**config.mk**
```make
export PLATFORM = sky130hd
export DESIGN_NAME = aca_vla_ctrl
export DESIGN_NICKNAME = d
export VERILOG_FILES = /design/src/rtl/aca_pkg.sv /design/src/rtl/aca_blk_eval.sv /design/src/rtl/aca_vla_ctrl.sv
export SDC_FILE = /design/constraint.sdc
export NUM_CORES = 1
export LEC_CHECK = 0
export BUFFER_PORTS_ARGS = -buffer_cell sky130_fd_sc_hd__buf_4
export CORE_UTILIZATION = 60
export CTS_CLUSTER_DIAMETER = 150
export DETAILED_ROUTE_END_ITERATION = 10
export PLACE_DENSITY = 0.91
export SETUP_SLACK_MARGIN = 0.1
export SYNTH_ARGS = -nofsm -noshare
export SYNTH_HDL_FRONTEND = slang
export SYNTH_SLANG_ARGS = --single-unit
```
**constraint.sdc**
```tcl
create_clock -name clk -period 9.31 [get_ports clk]
set_input_delay 1.3965 -clock clk [delete_from_list [all_inputs] [get_ports clk]]
set_output_delay 1.3965 -clock clk [all_outputs]
set_load 0.01 [all_outputs]
```
**src/rtl/aca_pkg.sv**
```systemverilog
// Shared types and helpers for the block-speculative ACA-CSU adder controller.
// Provides the datapath geometry, the controller state encoding, per-block
// propagate/generate reduction and the speculative inter-block carry vector.
package aca_pkg;

  localparam int unsigned WIDTH = 16;
  localparam int unsigned BLK   = 4;
  localparam int unsigned NBLK  = WIDTH / BLK;
  localparam int unsigned FIXW  = (NBLK > 1) ? $clog2(NBLK) : 1;

  typedef enum logic [1:0] {
    IDLE  = 2'd0,
    CHECK = 2'd1,
    OUT   = 2'd2
  } state_e;

  // Block propagate/generate with carry-in 0; returns {P, G}.
  function automatic logic [1:0] blk_pg(input logic [BLK-1:0] p,
                                        input logic [BLK-1:0] g);
    logic pp;
    logic gg;
    pp = 1'b1;
    gg = 1'b0;
    for (int i = 0; i < int'(BLK); i++) begin
      gg = g[i] | (p[i] & gg);
      pp = pp & p[i];
    end
    return {pp, gg};
  endfunction

  // Speculative carry into each block; a fully propagating block k-1 takes the
  // top-bit generate of block k-2 instead of its own (zero) generate.
  function automatic logic [NBLK-1:0] spec_carry(input logic [WIDTH-1:0] p,
                                                 input logic [WIDTH-1:0] g);
    logic [NBLK-1:0] c;
    logic [1:0]      pg;
    int              idx;
    c = '0;
    for (int k = 1; k < int'(NBLK); k++) begin
      pg  = blk_pg(p[(k-1)*int'(BLK) +: BLK], g[(k-1)*int'(BLK) +: BLK]);
      idx = (k >= 2) ? ((k - 1) * int'(BLK) - 1) : 0;
      if (k == 1) c[k] = pg[0];
      else        c[k] = pg[1] ? g[idx] : pg[0];
    end
    return c;
  endfunction

endpackage

```
**src/rtl/aca_blk_eval.sv**
```systemverilog
// Combinational per-block evaluation for the current carry vector.
// Ports: p_i/g_i bitwise propagate/generate, c_i carry into each block;
// sum_o block sums, cout_o block carry-outs, mis_o per-block carry mismatch,
// mis_idx_o lowest mismatching block (0 when none).
module aca_blk_eval
  import aca_pkg::*;
(
  input  logic [WIDTH-1:0] p_i,
  input  logic [WIDTH-1:0] g_i,
  input  logic [NBLK-1:0]  c_i,
  output logic [WIDTH-1:0] sum_o,
  output logic [NBLK-1:0]  cout_o,
  output logic [NBLK-1:0]  mis_o,
  output logic [FIXW-1:0]  mis_idx_o
);

  // Ripple within each block from its assumed carry-in.
  always_comb begin : blk_sum
    logic cr;
    sum_o  = '0;
    cout_o = '0;
    cr     = 1'b0;
    for (int k = 0; k < int'(NBLK); k++) begin
      cr = c_i[k];
      for (int i = 0; i < int'(BLK); i++) begin
        sum_o[k*int'(BLK) + i] = p_i[k*int'(BLK) + i] ^ cr;
        cr = g_i[k*int'(BLK) + i] | (p_i[k*int'(BLK) + i] & cr);
      end
      cout_o[k] = cr;
    end
  end

  // Block 0 always has the true carry-in (0), so it can never mismatch.
  always_comb begin : blk_mis
    mis_o     = '0;
    mis_idx_o = '0;
    for (int k = 1; k < int'(NBLK); k++) begin
      mis_o[k] = c_i[k] ^ cout_o[k-1];
    end
    for (int k = int'(NBLK) - 1; k >= 1; k--) begin
      if (mis_o[k]) mis_idx_o = FIXW'(k);
    end
  end

endmodule

```
**src/rtl/aca_vla_ctrl.sv**
```systemverilog
// Variable-latency controller around the speculative ACA-CSU adder.
// Ports: in_valid/in_ready/a/b/exact operand handshake; out_valid/out_ready
// result handshake with sum (MSB = carry out), err, fix_cnt; clear_stats and
// saturating ops_cnt/err_cnt statistics.
module aca_vla_ctrl
  import aca_pkg::*;
#(
  parameter int unsigned CNTW = 16
) (
  input  logic             clk,
  input  logic             rst,
  input  logic             in_valid,
  output logic             in_ready,
  input  logic [WIDTH-1:0] a,
  input  logic [WIDTH-1:0] b,
  input  logic             exact,
  output logic             out_valid,
  input  logic             out_ready,
  output logic [WIDTH:0]   sum,
  output logic             err,
  output logic [FIXW-1:0]  fix_cnt,
  input  logic             clear_stats,
  output logic [CNTW-1:0]  ops_cnt,
  output logic [CNTW-1:0]  err_cnt
);

  state_e           state_q, state_d;
  logic [WIDTH-1:0] a_q, a_d, b_q, b_d;
  logic             exact_q, exact_d;
  logic [NBLK-1:0]  carry_q, carry_d;
  logic [FIXW-1:0]  fix_q, fix_d;
  logic             err_q, err_d;
  logic [WIDTH:0]   sum_q, sum_d;
  logic             in_ready_q, in_ready_d;
  logic             out_valid_q, out_valid_d;
  logic [CNTW-1:0]  ops_q, ops_d, errc_q, errc_d;

  logic [WIDTH-1:0] bsum;
  logic [NBLK-1:0]  bcout, mis;
  logic [FIXW-1:0]  mis_idx;
  logic             mis_any;
  logic             done;

  aca_blk_eval u_eval (
    .p_i       (a_q ^ b_q),
    .g_i       (a_q & b_q),
    .c_i       (carry_q),
    .sum_o     (bsum),
    .cout_o    (bcout),
    .mis_o     (mis),
    .mis_idx_o (mis_idx)
  );

  assign mis_any = |mis;

  // Next-state, datapath and statistics update.
  always_comb begin : fsm_next
    state_d     = state_q;
    a_d         = a_q;
    b_d         = b_q;
    exact_d     = exact_q;
    carry_d     = carry_q;
    fix_d       = fix_q;
    err_d       = err_q;
    sum_d       = sum_q;
    in_ready_d  = in_ready_q;
    out_valid_d = out_valid_q;
    ops_d       = ops_q;
    errc_d      = errc_q;
    done        = 1'b0;

    unique case (state_q)
      IDLE: begin
        if (in_valid) begin
          a_d        = a;
          b_d        = b;
          exact_d    = exact;
          carry_d    = spec_carry(a ^ b, a & b);
          fix_d      = '0;
          err_d      = 1'b0;
          in_ready_d = 1'b0;
          state_d    = CHECK;
        end
      end
      CHECK: begin
        if (mis_any) err_d = 1'b1;
        // Lower blocks are already consistent, so the fixed carry is exact.
        if (exact_q && mis_any) begin
          carry_d[mis_idx] = bcout[mis_idx - FIXW'(1)];
          fix_d            = fix_q + FIXW'(1);
        end else begin
          sum_d       = {bcout[NBLK-1], bsum};
          out_valid_d = 1'b1;
          state_d     = OUT;
        end
      end
      OUT: begin
        if (out_ready) begin
          done        = 1'b1;
          out_valid_d = 1'b0;
          in_ready_d  = 1'b1;
          state_d     = IDLE;
        end
      end
      default: state_d = IDLE;
    endcase

    // Clear wins over a same-cycle completion.
    if (clear_stats) begin
      ops_d  = '0;
      errc_d = '0;
    end else if (done) begin
      if (ops_q != '1)            ops_d  = ops_q + CNTW'(1);
      if (err_q && errc_q != '1)  errc_d = errc_q + CNTW'(1);
    end
  end

  // State and data registers.
  always_ff @(posedge clk or posedge rst) begin : regs
    if (rst) begin
      state_q     <= IDLE;
      a_q         <= '0;
      b_q         <= '0;
      exact_q     <= 1'b0;
      carry_q     <= '0;
      fix_q       <= '0;
      err_q       <= 1'b0;
      sum_q       <= '0;
      in_ready_q  <= 1'b1;
      out_valid_q <= 1'b0;
      ops_q       <= '0;
      errc_q      <= '0;
    end else begin
      state_q     <= state_d;
      a_q         <= a_d;
      b_q         <= b_d;
      exact_q     <= exact_d;
      carry_q     <= carry_d;
      fix_q       <= fix_d;
      err_q       <= err_d;
      sum_q       <= sum_d;
      in_ready_q  <= in_ready_d;
      out_valid_q <= out_valid_d;
      ops_q       <= ops_d;
      errc_q      <= errc_d;
    end
  end

  assign in_ready  = in_ready_q;
  assign out_valid = out_valid_q;
  assign sum       = sum_q;
  assign err       = err_q;
  assign fix_cnt   = fix_q;
  assign ops_cnt   = ops_q;
  assign err_cnt   = errc_q;

endmodule

```
==> impl_metrics.py <==
metrics = {
    "sta": {
        "hold_viol": 0,
        "final.setup.tns_ns": 0,
        "worst_pin_slew_ns": 1.17,
        "rsz0062_at_grt": "no",
        "setup-violations-final": 0,
        "finClkSkew_ns": 0.0101,
        "relSlewSlack_pct": 21.3,
        "fin_worst_hold_slack_ns": 0.472,
        "fin_crit_ns": 3.88,
        "max_freq_mhz": 258,
        "slew_violations": 0,
        "min_period_over_period_pct": 41.6,
    },
    "clock_network": {
        "clk_pin_slew_worst_paths_ns": 0.09,
        "postCtsHoldBufs": 0,
        "cts_tree": "built",
        "clk_latency_ns": 0.35,
        "cts-buffers-inserted": 9,
        "htreeDepth": 3,
        "clock_sinks": 93,
        "cts_resized": 0,
        "postCtsSetupBuffers": 0,
        "cts.path.max_buffers": 2,
        "root_buffer": "clkbuf_8",
    },
    "route": {
        "vias_per_cell": 5.61,
        "detail-route-antenna-nets": 0,
        "post-route-drc-count": 0,
        "num_vias": 3793,
        "wl_um": 10800,
        "drtIter0Drc": 238,
        "drt-pass1-iter-count": 5,
        "wl_per_cell_um": 16.0,
    },
    "worst_setup_path": {
        "reg2reg_depth": 10,
        "setup.worst_path.class": "reg2reg",
        "arrival_ns": 4.11,
        "cp-start-kind": "register",
        "cp-end-kind": "register",
        "cp_max_fo": 24,
        "critical-path-top-delay-family": "adder cells",
        "required_ns": 9.55,
        "crit_chain": "inv_1 > fa_1 > inv_1 > fa_1 > fa_1 > fa_1 > xor2_1 > o41ai_4 > nand2_2 > mux2_4",
        "cpMaxStageDelayCell": "o41ai_4",
        "path_depth": 10,
        "slowest_delay_ns": 0.56,
        "crit_top_cell": "fa_1",
        "cp_num_buf_inv": 2,
    },
    "placed_design": {
        "io_buffers": 91,
        "dp_hpwl_um": 7590,
        "numPlacedInstances": 661,
        "routabilityCongestion": 0.840,
    },
    "synth": {
        "ys_warn_count": 0,
        "ys_ff_latch": 93,
        "yosysMostFrequentCell": "nand2_1",
        "netlist_area_mm2": 0.00485,
        "synth_edf_count": 0,
        "synth_area_leaders": "dfrtp_1 47%, nand2_1 8.6%, fa_1 6.6%",
        "syn_area_per_cell_um2": 10.0,
        "syn_nets": 551,
        "ys_seq_area_share_pct": 48.0,
        "ys_async_sr_fraction_pct": 100,
        "synth.distinct_cells": 56,
        "synth_top_area_share_pct": 47.5,
        "synth_common_cells": "111 x nand2_1, 92 x dfrtp_1, 38 x nor2_1",
        "syn_inst": 484,
        "synth_ff_type": "dfrtp_1",
        "synth_largest_area_cell": "dfrtp_1",
    },
    "global_routing": {
        "grt_use_total_pct": 27.2,
        "grt_pass1_wl_um": 17900,
        "grt_max_degree": 94,
        "gr-total-overflow": 0,
        "grt_pass1_vias": 3813,
        "antenna_found_initial": 0,
    },
    "die": {
        "io_pins": 92,
        "rows": 32,
        "core_mm2": 0.00777,
        "die_w_um": 91.9,
        "initial_core_util_pct": 62.4,
        "die_area_mm2": 0.00844,
        "die_y_um": 91.9,
    },
    "hold_path": {
        "holdPathStages": 2,
        "hold_class": "reg2reg",
    },
    "power_and_ir_drop": {
        "power_mw": 1.59,
        "p_leak_nw": 2.78,
        "powerDensity_mw_per_mm2": 273,
        "vdd_drop_max_mv": 0.215,
    },
    "finish": {
        "final_nets": 637,
        "fill_cells": 536,
        "layout.cells.non_filler": 676,
        "final_util_pct": 75.0,
        "diodes": 0,
        "drive_above_1_share_pct": 23.5,
        "synthToLayoutAreaGrowth_pct": 20.2,
    },
    "job": {
        "drv_cap": 0,
    },
    "status": {
        "status": "completed",
    },
}
==> cell usage in the layout (no fill, tap or decap), types with 3 or more instances in the layout <==
cell type  Yosys  layout
ha_1          13      13
nand4_1        7       7
nand3_1       10      10
a2111oi_0      3       3
and4_1         3       3
o21ai_0       18      18
clkbuf_8       0      10
a31oi_1        4       4
buf_4          0      93
nor2b_1        4       4
o21ai_1        6       6
a21oi_1       12      12
nand2_1      111     111
inv_1         23      22
nand2b_1       5       5
mux2i_1        3       3
mux2_2         4       4
nor3_1         5       5
dfrtp_1       92      92
a211oi_1       6       6
mux2_4         8       8
fa_1          16      16
nor4_1         7       7
xnor2_1       24      24
nor2_1        38      38
and3_1         3       3
xor2_1         4       4
==> tightest hold or removal path: stages, from the launching register on <==
cell and delay, ns:
dfstp_2 0.38, nand2_1 0.05, nand2_1 0.05
==> power by group <==
part           switching, mW  internal (mW)
sequential             0.101          0.532
combinational          0.358          0.301
clock                  0.139          0.158
total                  0.599          0.991
==> final cells by class <==
type                    instances  area [µm²]  share of cell area (%)
multi-input cells             349        2360                    40.5
flip-flops and latches         93        2330                    40.0
repair buffers                 93         698                    12.0
clock buffers                  10         138                    2.36
well taps                     102         128                    2.19
inverters                      24        91.3                    1.57
clock inverters                 5        85.1                    1.46
==> path summary, 6_finish.rpt <==
kind                                from         end  slack [ns]
worst max-delay path              a_q[0]      sum[1]        5.43
worst min-delay path            in_ready    in_ready        0.47
worst max register to register    a_q[0]      sum[1]        5.43
worst min register to register  in_ready    in_ready        0.47
max in group asynchronous            rst  carry_q[1]        7.16
min in group asynchronous            rst      a_q[9]        1.38
==> stage by stage <==
| stage | cell area, µm² | setup WS [ns] |
|---|---|---|
| global route | 5820 | 5.34 |
| finish | 5820 | 5.43 |
| detailed placement | 5600 | 5.59 |
| global placement | 5600 | 5.75 |
| floorplan | 4850 | 5.49 |
| CTS | 5820 | 5.49 |
==> cells by family (layout without fill, tap and decap cells) <==
family,count (synthesis),after routing,share of synthesized area (%)
AND/OR/NAND/NOR,209,209,19.9
multiplexers,15,15,4.03
AO/OA/AOI/OAI,66,66,9.14
adder cells (fa/ha/maj),31,31,10.4
XOR/XNOR,28,28,5.06
buffers and inverters,42,132,3.46
flip-flops,93,93,48.0
==> sequential cells by signal (all words and copies together) (netlist names) <==
register   count
out_valid      1
a_q           16
b_q           16
carry_q        4
sum           17
err            1
ops_cnt       16
in_ready       1
err_cnt       16
exact_q        1
fix_cnt        2
state_q        2
==> layer usage <==
metal  vias up  GRT usage, %  part of all wire [%]
met1      1842          34.8                    41
li1       1801             -                     -
met3        21          3.57                   5.0
met5         -             0                     0
met2       129          47.1                    52
met4         0          10.2                   1.8
Power figures use the tool's default switching activity.
